==> src/rtl/fma_write_packer.sv <==
// Packs per-lane FMA result words into phrases and phrases into lines, queueing
// completed (or flushed partial) lines with a per-word valid mask.
module fma_write_packer #(
  parameter int FMA_COUNT  = 2,
  parameter int WORD_WIDTH = 16,
  parameter int PHRASES    = 3,
  parameter int DEPTH      = 4
) (
  input  logic                                    clk_in,
  input  logic                                    rst_in,
  input  logic [FMA_COUNT*WORD_WIDTH-1:0]         fma_out,
  input  logic [FMA_COUNT-1:0]                    fma_valid_out,
  output logic [FMA_COUNT-1:0]                    fma_ready_out,
  input  logic                                    flush_in,
  output logic                                    flush_pending_out,
  output logic [FMA_COUNT*WORD_WIDTH*PHRASES-1:0] line_out,
  output logic [FMA_COUNT*PHRASES-1:0]            line_mask_out,
  output logic                                    line_valid,
  input  logic                                    line_ready_in,
  output logic [$clog2(DEPTH+1)-1:0]              fifo_count_out
);

  localparam int LW    = FMA_COUNT * WORD_WIDTH * PHRASES;
  localparam int MW    = FMA_COUNT * PHRASES;
  localparam int PTR_W = (DEPTH > 1) ? $clog2(DEPTH) : 1;
  localparam int PI_W  = (PHRASES > 1) ? $clog2(PHRASES) : 1;
  localparam int CNT_W = $clog2(DEPTH + 1);

  // Handshakes: a lane word moves when fma_valid_out[i] && fma_ready_out[i];
  // a line leaves the queue when line_valid && line_ready_in.
  logic [FMA_COUNT-1:0]            lane_full;
  logic [FMA_COUNT*WORD_WIDTH-1:0] lane_data;
  logic [PI_W-1:0]                 phrase_idx;
  logic [LW-1:0]                   asm_line;
  logic [LW-1:0]                   mem_line [DEPTH];
  logic [MW-1:0]                   mem_mask [DEPTH];
  logic [PTR_W-1:0]                wr_ptr;
  logic [PTR_W-1:0]                rd_ptr;
  logic [CNT_W-1:0]                count;

  logic                            queue_full;
  logic                            pop;
  logic                            push;
  logic [FMA_COUNT-1:0]            xfer;
  logic [FMA_COUNT-1:0]            have;
  logic [FMA_COUNT*WORD_WIDTH-1:0] word;
  logic                            last_slot;
  logic                            flush_req;
  logic                            flush_data;
  logic                            flush_exec;
  logic                            commit;
  logic [LW-1:0]                   next_line;
  logic [MW-1:0]                   next_mask;

  function automatic logic [PTR_W-1:0] ptr_inc(input logic [PTR_W-1:0] p);
    return (p == PTR_W'(DEPTH - 1)) ? '0 : p + 1'b1;
  endfunction

  assign queue_full     = (count == CNT_W'(DEPTH));
  assign line_valid     = (count != '0);
  assign pop            = line_valid && line_ready_in;
  assign fma_ready_out  = {FMA_COUNT{!queue_full && !flush_pending_out}} & ~lane_full;
  assign xfer           = fma_valid_out & fma_ready_out;
  assign have           = lane_full | xfer;
  assign last_slot      = (phrase_idx == PI_W'(PHRASES - 1));
  assign flush_req      = flush_in || flush_pending_out;
  assign flush_data     = (|have) || (phrase_idx != '0);
  // An empty flush produces no push, so it may retire on a pop edge of a full queue.
  assign flush_exec     = flush_req && (!queue_full || (pop && !flush_data));
  assign commit         = (&have) && !flush_exec && (!last_slot || !queue_full);
  assign push           = flush_exec ? flush_data : (commit && last_slot);
  assign line_out       = line_valid ? mem_line[rd_ptr] : '0;
  assign line_mask_out  = line_valid ? mem_mask[rd_ptr] : '0;
  assign fifo_count_out = count;

  // Line as it would look after this cycle: committed phrases plus the current slot.
  always_comb begin
    word      = '0;
    next_line = asm_line;
    next_mask = '0;
    for (int i = 0; i < FMA_COUNT; i++) begin
      word[i*WORD_WIDTH +: WORD_WIDTH] = lane_full[i] ? lane_data[i*WORD_WIDTH +: WORD_WIDTH]
                                                      : fma_out[i*WORD_WIDTH +: WORD_WIDTH];
    end
    for (int p = 0; p < PHRASES; p++) begin
      for (int i = 0; i < FMA_COUNT; i++) begin
        if (p < int'(phrase_idx)) begin
          next_mask[p*FMA_COUNT+i] = 1'b1;
        end else if ((p == int'(phrase_idx)) && have[i]) begin
          next_mask[p*FMA_COUNT+i] = 1'b1;
          next_line[(p*FMA_COUNT+i)*WORD_WIDTH +: WORD_WIDTH] = word[i*WORD_WIDTH +: WORD_WIDTH];
        end
      end
    end
  end

  always_ff @(posedge clk_in) begin
    if (rst_in) begin
      lane_full         <= '0;
      lane_data         <= '0;
      phrase_idx        <= '0;
      asm_line          <= '0;
      wr_ptr            <= '0;
      rd_ptr            <= '0;
      count             <= '0;
      flush_pending_out <= 1'b0;
    end else begin
      lane_full <= (flush_exec || commit) ? '0 : (lane_full | xfer);
      for (int i = 0; i < FMA_COUNT; i++) begin
        if (xfer[i]) lane_data[i*WORD_WIDTH +: WORD_WIDTH] <= fma_out[i*WORD_WIDTH +: WORD_WIDTH];
      end

      if (flush_exec || (commit && last_slot)) begin
        phrase_idx <= '0;
        asm_line   <= '0;
      end else if (commit) begin
        phrase_idx <= phrase_idx + 1'b1;
        asm_line   <= next_line;
      end

      flush_pending_out <= flush_exec ? 1'b0 : flush_req;

      if (push) begin
        mem_line[wr_ptr] <= next_line;
        mem_mask[wr_ptr] <= next_mask;
        wr_ptr           <= ptr_inc(wr_ptr);
      end
      if (pop) rd_ptr <= ptr_inc(rd_ptr);

      case ({push, pop})
        2'b10:   count <= count + 1'b1;
        2'b01:   count <= count - 1'b1;
        default: count <= count;
      endcase
    end
  end

endmodule

==> config.mk <==
export PLATFORM = sky130hd
export DESIGN_NAME = fma_write_packer
export DESIGN_NICKNAME = d
export VERILOG_FILES = /design/src/rtl/fma_write_packer.sv
export SDC_FILE = /design/constraint.sdc
export NUM_CORES = 1
export LEC_CHECK = 0
export ABC_CLOCK_PERIOD_IN_PS = 12500
export CORE_MARGIN = 3
export CORE_UTILIZATION = 25
export DETAILED_ROUTE_END_ITERATION = 12
export HOLD_SLACK_MARGIN = 0.06
export PLACE_DENSITY = 0.49
export SETUP_SLACK_MARGIN = 0.5
export SLEW_MARGIN = 20
export SYNTH_ARGS = -nofsm -noshare
export SYNTH_HDL_FRONTEND = slang
export SYNTH_SLANG_ARGS = --single-unit
==> constraint.sdc <==
create_clock -name clk_in -period 12.5 [get_ports clk_in]
set_input_delay 3.125 -clock clk_in [delete_from_list [all_inputs] [get_ports clk_in]]
set_output_delay 3.125 -clock clk_in [all_outputs]
set_load 0.02 [all_outputs]
==> impl_metrics.csv, run 1 <==
group,metric,value,unit
setup_path,cp_common_cell,"buf_4",
synthesis,async_flop_share,0,
route,ant_nets,0,
global_route,grt-ovfl-total,0,
power_and_ir_drop,combPwrFrac,0.300,
power_and_ir_drop,swShare,0.315,
global_route,grt_use_met3,0.0272,
route,route.detailed.drc,0,
timing,setup_violations,0,
final_layout,nets,1646,
setup_path,crit_arrival,4240,ps
flow_run,drv_cap,0,
clock_network,post_cts_resized,0,
global_route,groute.usage.overall,0.129,
setup_path,critPathTopFamily,"buffers and inverters",
clock_network,hold_buffers,0,
floorplanning,die_area,93300,sq um
floorplanning,start_util,0.253,
placed_design,place_hpwl,38.1,mm
synthesis,syn_avg_cell_area,15.3,sq um
status,status,"finished clean",
synthesis,netlist_area,22400,sq um
power_and_ir_drop,p_leak,8.53,nW
floorplanning,ioPinCount,147,
synthesis,syn-instance-count,1467,
timing,hold_viol,0,
global_route,grt_busiest_layer,"met2",
floorplanning,die_w,305,um
final_layout,fill_cells,8759,
synthesis,ys_seq_area_frac,0.674,
timing,final.setup.tns,0,ps
route,wl,60.8,mm
global_route,antenna_found_initial,9,
global_route,grt_pass1_wl,90.5,mm
timing,fin_worst_skew,17.8,ps
placed_design,place_congestion,0.737,
synthesis,synth_edf_count,408,
setup_path,cp_slowest_cell,"buf_4",
final_layout,area_growth,20.8,%
synthesis,ys_ff_latch,550,
timing,tightest_slew,1100,ps
power_and_ir_drop,p_switching,0.00173,W
setup_path,cp_slowest_stage_delay,800,ps
clock_network,cts_htree_levels,2,
global_route,grt_pass1_vias,13400,
synthesis,synth_warnings,0,
power_and_ir_drop,power,0.00549,W
route,via_count,13100,
setup_path,crit_fanout,42,
placed_design,dp_slack,5530,ps
clock_network,cts.clk_slew.worst_paths,60,ps
clock_network,postCtsSetupBuffers,0,
timing,fin_crit_sh,0.589,
clock_network,cts_tree,"done",
global_route,grtUsageMet1,0.168,
clock_network,insertion_delay,620,ps
final_layout,fin_cells,2816,
floorplanning,core,88600,sq um
route,drtIter0Drc,967,
route,avgRoutedWirePerCell,21.6,um
power_and_ir_drop,p_int,0.00376,W
setup_path,cp.required,9380,ps
timing,slew_viol_final,0,
power_and_ir_drop,clockPowerShare,0.306,
clock_network,cts.path.max_buffers,3,
global_route,grt_use_met2,0.218,
synthesis,ys_types,49,
setup_path,crit_type,"reg2out",
route,vias_per_cell,4.66,
setup_path,cp-start-kind,"flip-flop",
clock_network,root_buffer,"clkbuf_16",
timing,fmax,136,MHz
floorplanning,core.rowCount,109,
timing,worst_slack,5130,ps
setup_path,path_cells,"buf_4 -> buf_4 -> mux4_2 -> and2_1 -> clkdlybuf4s50_1",
setup_path,end_kind,"output port",
power_and_ir_drop,ir_drop,0.148,mV
route,first_pass_iters,5,
power_and_ir_drop,seq_power_share,0.394,
timing,slew_headroom,0.248,
global_route,grt_max_degree,71,
power_and_ir_drop,powerDensity,203,nW/um^2
placed_design,dpl.cell_count,2701,
synthesis,synth-main-ff-cell,"edfxtp_1",
final_layout,drive_gt1_frac,0.176,
min_path,hold_class,"reg2reg",
clock_network,cts_sinks,550,
timing,rsz0062_at_grt,"no",
synthesis,synthesis.nets,1516,
setup_path,crit_buf_inv,3,
timing,finalCriticalPeriod,7370,ps
placed_design,port_buffers,146,
clock_network,cts_buffers,59,
floorplanning,die_y,305,um
logic make-up after synthesis:
logic type               count (synthesis)  share of synthesized area
buffers and inverters                  134                     0.0283
multiplexers                           170                      0.134
adder cells (fa/ha/maj)                 11                    0.00648
AND/OR/NAND/NOR                        289                     0.0661
XOR/XNOR                                 2                   0.000782
AO/OA/AOI/OAI                          311                     0.0911
flip-flops                             550                      0.674
worst paths after layout:
check | startpoint | to | slack, ps | depth (start not counted)
min | lane_data[4] | lane_data[4] | 490 | 2
max | flip-flop | line_out[66] | 5130 | 5
min reg2reg | lane_data[4] | lane_data[4] | 490 | 2
max reg2reg | fifo_count_out[0] | fifo_count_out[2] | 8910 | 10
state kept, by name (all words and copies together), names as in the netlist, named ones only:
signal / count
asm_line: 96
fifo_count_out: 3
flush_pending_out: 1
lane_data: 32
lane_full: 2
mem_line: 384
mem_mask: 24
phrase_idx: 2
rd_ptr: 2
wr_ptr: 2
cell usage in the layout, fill, tap and decap left out, types with 3 or more instances in the layout:
cell / n
nor3b_2: 5
nor3_1: 4
clkinv_2: 12
clkinv_1: 12
dfxtp_1: 140
clkbuf_8: 6
and2_1: 103
bufinv_16: 3
a211oi_2: 23
a21oi_1: 118
edfxtp_1: 408
a211oi_1: 75
inv_1: 11
a31oi_1: 66
nand2_1: 28
mux4_2: 102
clkinvlp_4: 6
mux2i_1: 61
o21ai_0: 18
clkbuf_16: 59
nor4b_2: 4
clkinv_4: 3
inv_6: 3
clkdlybuf4s50_1: 145
diode_2: 4
nor2_1: 120
nand2b_1: 3
ha_1: 10
clkbuf_1: 7
nor4_2: 5
buf_4: 46
mux2i_2: 4
worst min-delay path, delay by kind of cell, from the launching register on:
kind	cells	cell delay [ps]
flip-flops	1	320
multiplexers	1	60
AND/OR/NAND/NOR	1	70
stage by stage:
step / hold WS, ps / utilization / instance area [sq um]
final: 490 / 0.305 / 27100
after global routing: 518 / 0.305 / 27100
after CTS: 491 / 0.305 / 27100
after detailed placement: 481 / 0.284 / 25200
after global placement: 452 / 0.284 / 25200
after floorplan: 454 / - / 22400
cells in the mapped netlist, drive strengths merged (2+ instances only):
library cell / number / area (sq um)
a211oi: 98 / 851
a21o: 2 / 15.0
a21oi: 118 / 591
a31oi: 66 / 413
and2: 103 / 644
and3: 2 / 12.5
buf: 58 / 349
clkbuf: 65 / 244
dfxtp: 142 / 2840
edfxtp: 408 / 12300
ha: 10 / 125
inv: 11 / 41.3
mux2: 2 / 22.5
mux2i: 66 / 673
mux4: 102 / 2300
nand2: 28 / 105
nand2b: 3 / 18.8
nand4: 2 / 12.5
nor2: 120 / 450
nor2b: 2 / 12.5
nor3: 6 / 40.0
nor3b: 6 / 50.1
nor4: 5 / 31.3
nor4b: 4 / 47.6
o21ai: 19 / 98.9
o31ai: 2 / 15.0
or3: 3 / 18.8
xor2: 2 / 17.5
per-layer routing:
layer  vias to the layer above  share of wire
met5                         -        0.00021
met4                         2          0.020
met3                        79          0.054
met2                       298           0.49
met1                      6780           0.43
li1                       5952              -
area by class of cell:
class                      count  area, sq um  share of cell area
tap                         1165         1460              0.0538
inverter                      11         41.3             0.00153
multi-input combinational    783         6780               0.250
clock inverter                39          293              0.0108
antenna                        4         10.0            0.000370
clock buffer                  72         1590              0.0586
timing repair buffer         192         1800              0.0666
sequential                   550        15100               0.558
power by group through the flow:
stage	sequential (W)	combinational (W)	clock (W)
global placement	0.00220	0.00170	0
finish	0.00216	0.00165	0.00168
floorplan	0.00218	0.000996	0
global route	0.00217	0.00178	0.00181
detailed placement	0.00220	0.00170	0
CTS	0.00216	0.00171	0.00173
No activity file was read; power rests on OpenSTA's default activity.
==> inputs of run 2 (changes only) <==
ABC_CLOCK_PERIOD_IN_PS = 6150   (was 12500)
clock period = 6.15 ns   (was 12.5 ns; I/O delays follow)
==> impl_metrics.csv, run 2 (same netlist as run 1, synthesis figures left out) <==
group,metric,value,unit
status,status,"finished clean",
setup_path,path_cells,"buf_12 -> mux4_2 -> and2_1 -> clkdlybuf4s50_1",
floorplanning,core,88600,sq um
clock_network,insertion_delay,610,ps
floorplanning,core.rowCount,109,
setup_path,reg2reg_slack,2800,ps
final_layout,area_growth,20.5,%
final_layout,nets,1641,
power_and_ir_drop,power,0.0110,W
final_layout,drive_gt1_frac,0.160,
final_layout,final_common_cell,"edfxtp_1",
power_and_ir_drop,ir_drop,0.212,mV
setup_path,cp-start-kind,"flip-flop",
setup_path,crit_buf_inv,2,
timing,rsz0062_at_grt,"no",
clock_network,cts.clk_slew.worst_paths,60,ps
route,drtIter0Drc,877,
floorplanning,ioPinCount,147,
placed_design,dp_slack,1370,ps
final_layout,fill_cells,8819,
clock_network,root_buffer,"clkbuf_16",
placed_design,port_buffers,146,
clock_network,cts.path.max_buffers,3,
timing,fin_worst_skew,20.7,ps
clock_network,postCtsSetupBuffers,0,
setup_path,end_kind,"output port",
route,ant_nets,0,
clock_network,cts_buffers,58,
floorplanning,die_w,305,um
setup_path,cp.required,4610,ps
timing,setup_violations,0,
route,avgRoutedWirePerCell,21.0,um
setup_path,crit_fanout,42,
timing,tightest_slew,980,ps
floorplanning,die_y,305,um
placed_design,place_hpwl,37.2,mm
setup_path,critPathTopFamily,"buffers and inverters",
clock_network,hold_buffers,0,
route,first_pass_iters,5,
flow_run,drv_cap,0,
global_route,grt_max_degree,81,
placed_design,place_congestion,0.744,
floorplanning,die_area,93300,sq um
final_layout,largest_reg_flops,384,
final_layout,fin_cells,2808,
min_path,hold_class,"reg2reg",
setup_path,cp_slowest_stage_delay,880,ps
timing,slew_headroom,0.328,
final_layout,reg_top3,"mem_line: 384 flops, asm_line: 96 flops, lane_data: 32 flops",
timing,fin_crit_sh,0.797,
route,top_layer_used,"met5",
timing,fmax,204,MHz
clock_network,cts_sinks,550,
floorplanning,start_util,0.253,
route,wl_met1,25.0,mm
final_layout,regMostFlops,"mem_line",
timing,hold_viol,0,
route,wl_met2,29.5,mm
route,routed-wl-met3,2.65,mm
final_layout,layout_common_cells,"edfxtp_1, clkdlybuf4s50_1, dfxtp_1",
power_and_ir_drop,powerDensity,406,nW/um^2
global_route,grt_pass1_vias,13300,
global_route,grt-ovfl-total,0,
global_route,antenna_found_initial,5,
route,vias_per_cell,4.63,
timing,final.setup.tns,0,ps
setup_path,crit_type,"reg2out",
clock_network,cts_htree_levels,2,
route,route.detailed.drc,0,
power_and_ir_drop,p_leak,8.47,nW
global_route,groute.usage.overall,0.124,
timing,finalCriticalPeriod,4900,ps
timing,worst_slack,1250,ps
timing,slew_viol_final,0,
global_route,grt_pass1_wl,87.7,mm
final_layout,utilization,0.305,
clock_network,cts_tree,"done",
clock_network,post_cts_resized,0,
setup_path,crit_arrival,3360,ps
placed_design,dpl.cell_count,2697,
setup_path,cp_slowest_cell,"dfxtp_4",
route,via_count,13000,
route,wl,59.0,mm
==> run 2: layer usage <==
layer  track usage  vias up
met5             0        -
li1              -     5948
met4        0.0454        6
met3        0.0215      101
met2         0.212      285
met1         0.159     6652
==> run 2: tightest hold or removal path: cells and delay by family (launching register included) <==
family             cells  cell delay, ps
DFF                    1             320
AOI/OAI and AO/OA      1              60
and+or+nand+nor        1              60
==> run 2: final timing paths <==
check | from | end | cells past startpoint
worst max-delay path | flip-flop | line_out[80] | 4
worst min-delay path | rd_ptr[0] | flip-flop | 2
worst max register to register | lane_full[1] | fifo_count_out[2] | 10
worst min register to register | rd_ptr[0] | flip-flop | 2
==> run 2: layout make-up <==
cell class | count | area, sq um | share of cell area
sequential | 550 | 15100 | 0.559
multi-input combinational | 783 | 6790 | 0.252
timing repair buffer | 188 | 1860 | 0.0689
clock buffer | 82 | 1550 | 0.0575
tap | 1165 | 1460 | 0.0540
clock inverter | 27 | 190 | 0.00704
inverter | 11 | 41.3 | 0.00153
antenna | 2 | 5.00 | 0.000185
==> run 2: through the flow <==
stage          area (sq um)  hold slack, ps
6_report              27000             489
5_1_grt               27000             507
4_1_cts               27000             486
3_5_place_dp          25300             477
3_3_place_gp          25300             461
2_1_floorplan         22400             454
==> run 2: power breakdown <==
group	switching, W	internal (W)	leakage [nW]	total, W
Clock	0.00139	0.00183	0.843	0.00323
Sequential	0.000141	0.00425	4.97	0.00439
Combinational	0.00188	0.00147	2.65	0.00334
Total	0.00341	0.00755	8.47	0.0110
==> inputs of run 3 (changes only) <==
ABC_CLOCK_PERIOD_IN_PS = 4450   (was 6150)
clock period = 4.45 ns   (was 6.15 ns; I/O delays follow)
==> impl_metrics.csv, run 3 (same netlist as run 1, synthesis figures left out) <==
group,metric,value,unit
placed_design,place_hpwl,38.1,mm
setup_path,end_kind,"output port",
setup_path,crit_fanout,21,
power_and_ir_drop,p_switching,0.00487,W
global_route,grtUsageMet1,0.172,
power_and_ir_drop,swShare,0.314,
global_route,grt_pass1_wl,90.2,mm
global_route,antenna_found_initial,1,
timing,rsz0062_at_grt,"yes",
clock_network,root_buffer,"clkbuf_16",
final_layout,fill_cells,8761,
min_path,hold_class,"reg2reg",
floorplanning,die_y,305,um
global_route,groute.usage.overall,0.129,
route,via_count,13100,
global_route,grt_use_met2,0.214,
setup_path,path_cells,"buf_12 -> buf_16 -> mux4_2 -> and2_1 -> clkdlybuf4s50_1",
power_and_ir_drop,powerDensity,565,nW/um^2
final_layout,antenna-diode-count,0,
final_layout,regMostFlops,"mem_line",
global_route,grt_max_degree,66,
floorplanning,start_util,0.253,
final_layout,utilization,0.310,
final_layout,area_growth,22.5,%
final_layout,nets,1668,
setup_path,cp_slowest_stage_delay,570,ps
global_route,grt_use_met3,0.0239,
clock_network,insertion_delay,620,ps
flow_run,drv_cap,0,
final_layout,layout_common_cells,"edfxtp_1, clkdlybuf4s50_1, dfxtp_1",
power_and_ir_drop,seq_power_share,0.389,
clock_network,cts.clk_slew.worst_paths,60,ps
setup_path,r2r_end,"mem_line[3][31]",
timing,fmax,262,MHz
final_layout,fin_cells,2831,
placed_design,dpl.cell_count,2718,
power_and_ir_drop,p_int,0.0106,W
setup_path,cp.required,3340,ps
setup_path,ff2ff_path_depth,3,
timing,setup_violations,0,
timing,slew_viol_final,0,
setup_path,cp_slowest_cell,"clkdlybuf4s50_1",
power_and_ir_drop,p_leak,8.77,nW
timing,finalCriticalPeriod,3810,ps
final_layout,reg_top3,"mem_line: 384 flops, asm_line: 96 flops, lane_data: 32 flops",
setup_path,cp-start-kind,"flip-flop",
route,ant_nets,0,
final_layout,drive_gt1_frac,0.182,
clock_network,hold_buffers,0,
floorplanning,ioPinCount,147,
power_and_ir_drop,clockPowerShare,0.293,
floorplanning,core,88600,sq um
final_layout,final_common_cell,"edfxtp_1",
placed_design,port_buffers,146,
setup_path,reg2reg_slack,1420,ps
clock_network,cts_htree_levels,2,
route,route.detailed.drc,0,
placed_design,place_congestion,0.762,
route,avgRoutedWirePerCell,21.6,um
clock_network,cts_buffers,56,
route,vias_per_cell,4.62,
global_route,grt_pass1_vias,13300,
global_route,grt_busiest_layer,"met2",
route,drtIter0Drc,1160,
floorplanning,core.rowCount,109,
final_layout,largest_reg_flops,384,
status,status,"finished clean",
setup_path,crit_arrival,2700,ps
placed_design,placed_area,25600,sq um
power_and_ir_drop,combPwrFrac,0.318,
clock_network,cts_tree,"done",
final_layout,final_area,27500,sq um
setup_path,crit_end,"line_out[55]",
power_and_ir_drop,power,0.0155,W
global_route,grt-ovfl-total,0,
timing,whs,475,ps
timing,fin_crit_sh,0.857,
power_and_ir_drop,ir_drop,0.343,mV
route,wl,61.1,mm
route,first_pass_iters,5,
floorplanning,die_w,305,um
floorplanning,die_area,93300,sq um
timing,fin_worst_skew,25.1,ps
timing,hold_viol,0,
clock_network,cts_sinks,550,
setup_path,crit_type,"reg2out",
clock_network,cts.path.max_buffers,3,
timing,tightest_slew,1040,ps
timing,slew_headroom,0.286,
setup_path,worstReg2RegStart,"lane_full[1]",
## run 3: cell types whose count changed in the layout (fill, tap and decap cells not counted), moves of 3 or more
| cell | delta |
|---|---|
| clkdlybuf4s50_1 | -7 |
| dlymetal6s2s_1 | +4 |
| dlygate4sd2_1 | +3 |
| clkbuf_8 | +4 |
| dfxtp_2 | +3 |
| buf_12 | +12 |
| clkinv_2 | +3 |
| dfxtp_1 | -3 |
| clkinv_1 | -5 |
| buf_4 | +14 |
| clkbuf_1 | -4 |
## run 3: power groups by stage
stage,Combinational (W),Sequential (W),Clock [W]
after floorplan,0.00282,0.00607,0
after detailed placement,0.00496,0.00617,0
after global placement,0.00494,0.00615,0
after global routing,0.00533,0.00606,0.00489
after CTS,0.00512,0.00604,0.00467
final,0.00493,0.00603,0.00455
## run 3: cell type report
class / instances / area (sq um) / area share
Clock buffer: 82 / 1590 / 0.0580
Clock inverter: 23 / 186 / 0.00679
Inverter: 11 / 41.3 / 0.00150
Multi-Input combinational cell: 785 / 6830 / 0.249
Sequential cell: 550 / 15100 / 0.550
Tap cell: 1165 / 1460 / 0.0531
Timing Repair Buffer: 215 / 2240 / 0.0817
## run 3: timing repair
item	in CTS	in global routing
hold endpoints to repair	0	0
gates resized for setup	8	5
cloned	2	0
pin swaps	1	0
endpoints found under the setup margin	103	10
buffers inserted	5	1
## run 3: critical path: cells and delay by family, from the launching register on
kind | cells | cell delay (ps)
buffers and inverters | 3 | 920
DFF | 1 | 450
muxes | 1 | 530
and+or+nand+nor | 1 | 170
## run 3: metrics by stage
stage,setup WS [ps],TNS [ps]
final,637,0
after global routing,498,0
after CTS,502,0
after detailed placement,502,0
after global placement,498,0
after floorplan,-468,-184900
## run 3: worst min-delay path by stage
| stage | slack (ps) | startpoint | end | cells past startpoint |
|---|---|---|---|---|
| 5_1_grt | 520 | lane_data[3] | lane_data[3] | 2 |
| 3_3_place_gp | 460 | rd_ptr[1] | flip-flop | 2 |
| 3_5_place_dp | 470 | rd_ptr[1] | flip-flop | 2 |
| 6_report | 470 | rd_ptr[1] | flip-flop | 2 |
| 2_1_floorplan | 450 | rd_ptr[1] | flip-flop | 2 |
| 4_1_cts | 470 | rd_ptr[1] | flip-flop | 2 |
## run 3: per-layer routing
metal  part of all wire  vias up
met4              0.027        0
li1                   -     6000
met2               0.48      330
met1               0.44     6677
met5                  0        -
met3              0.047       72
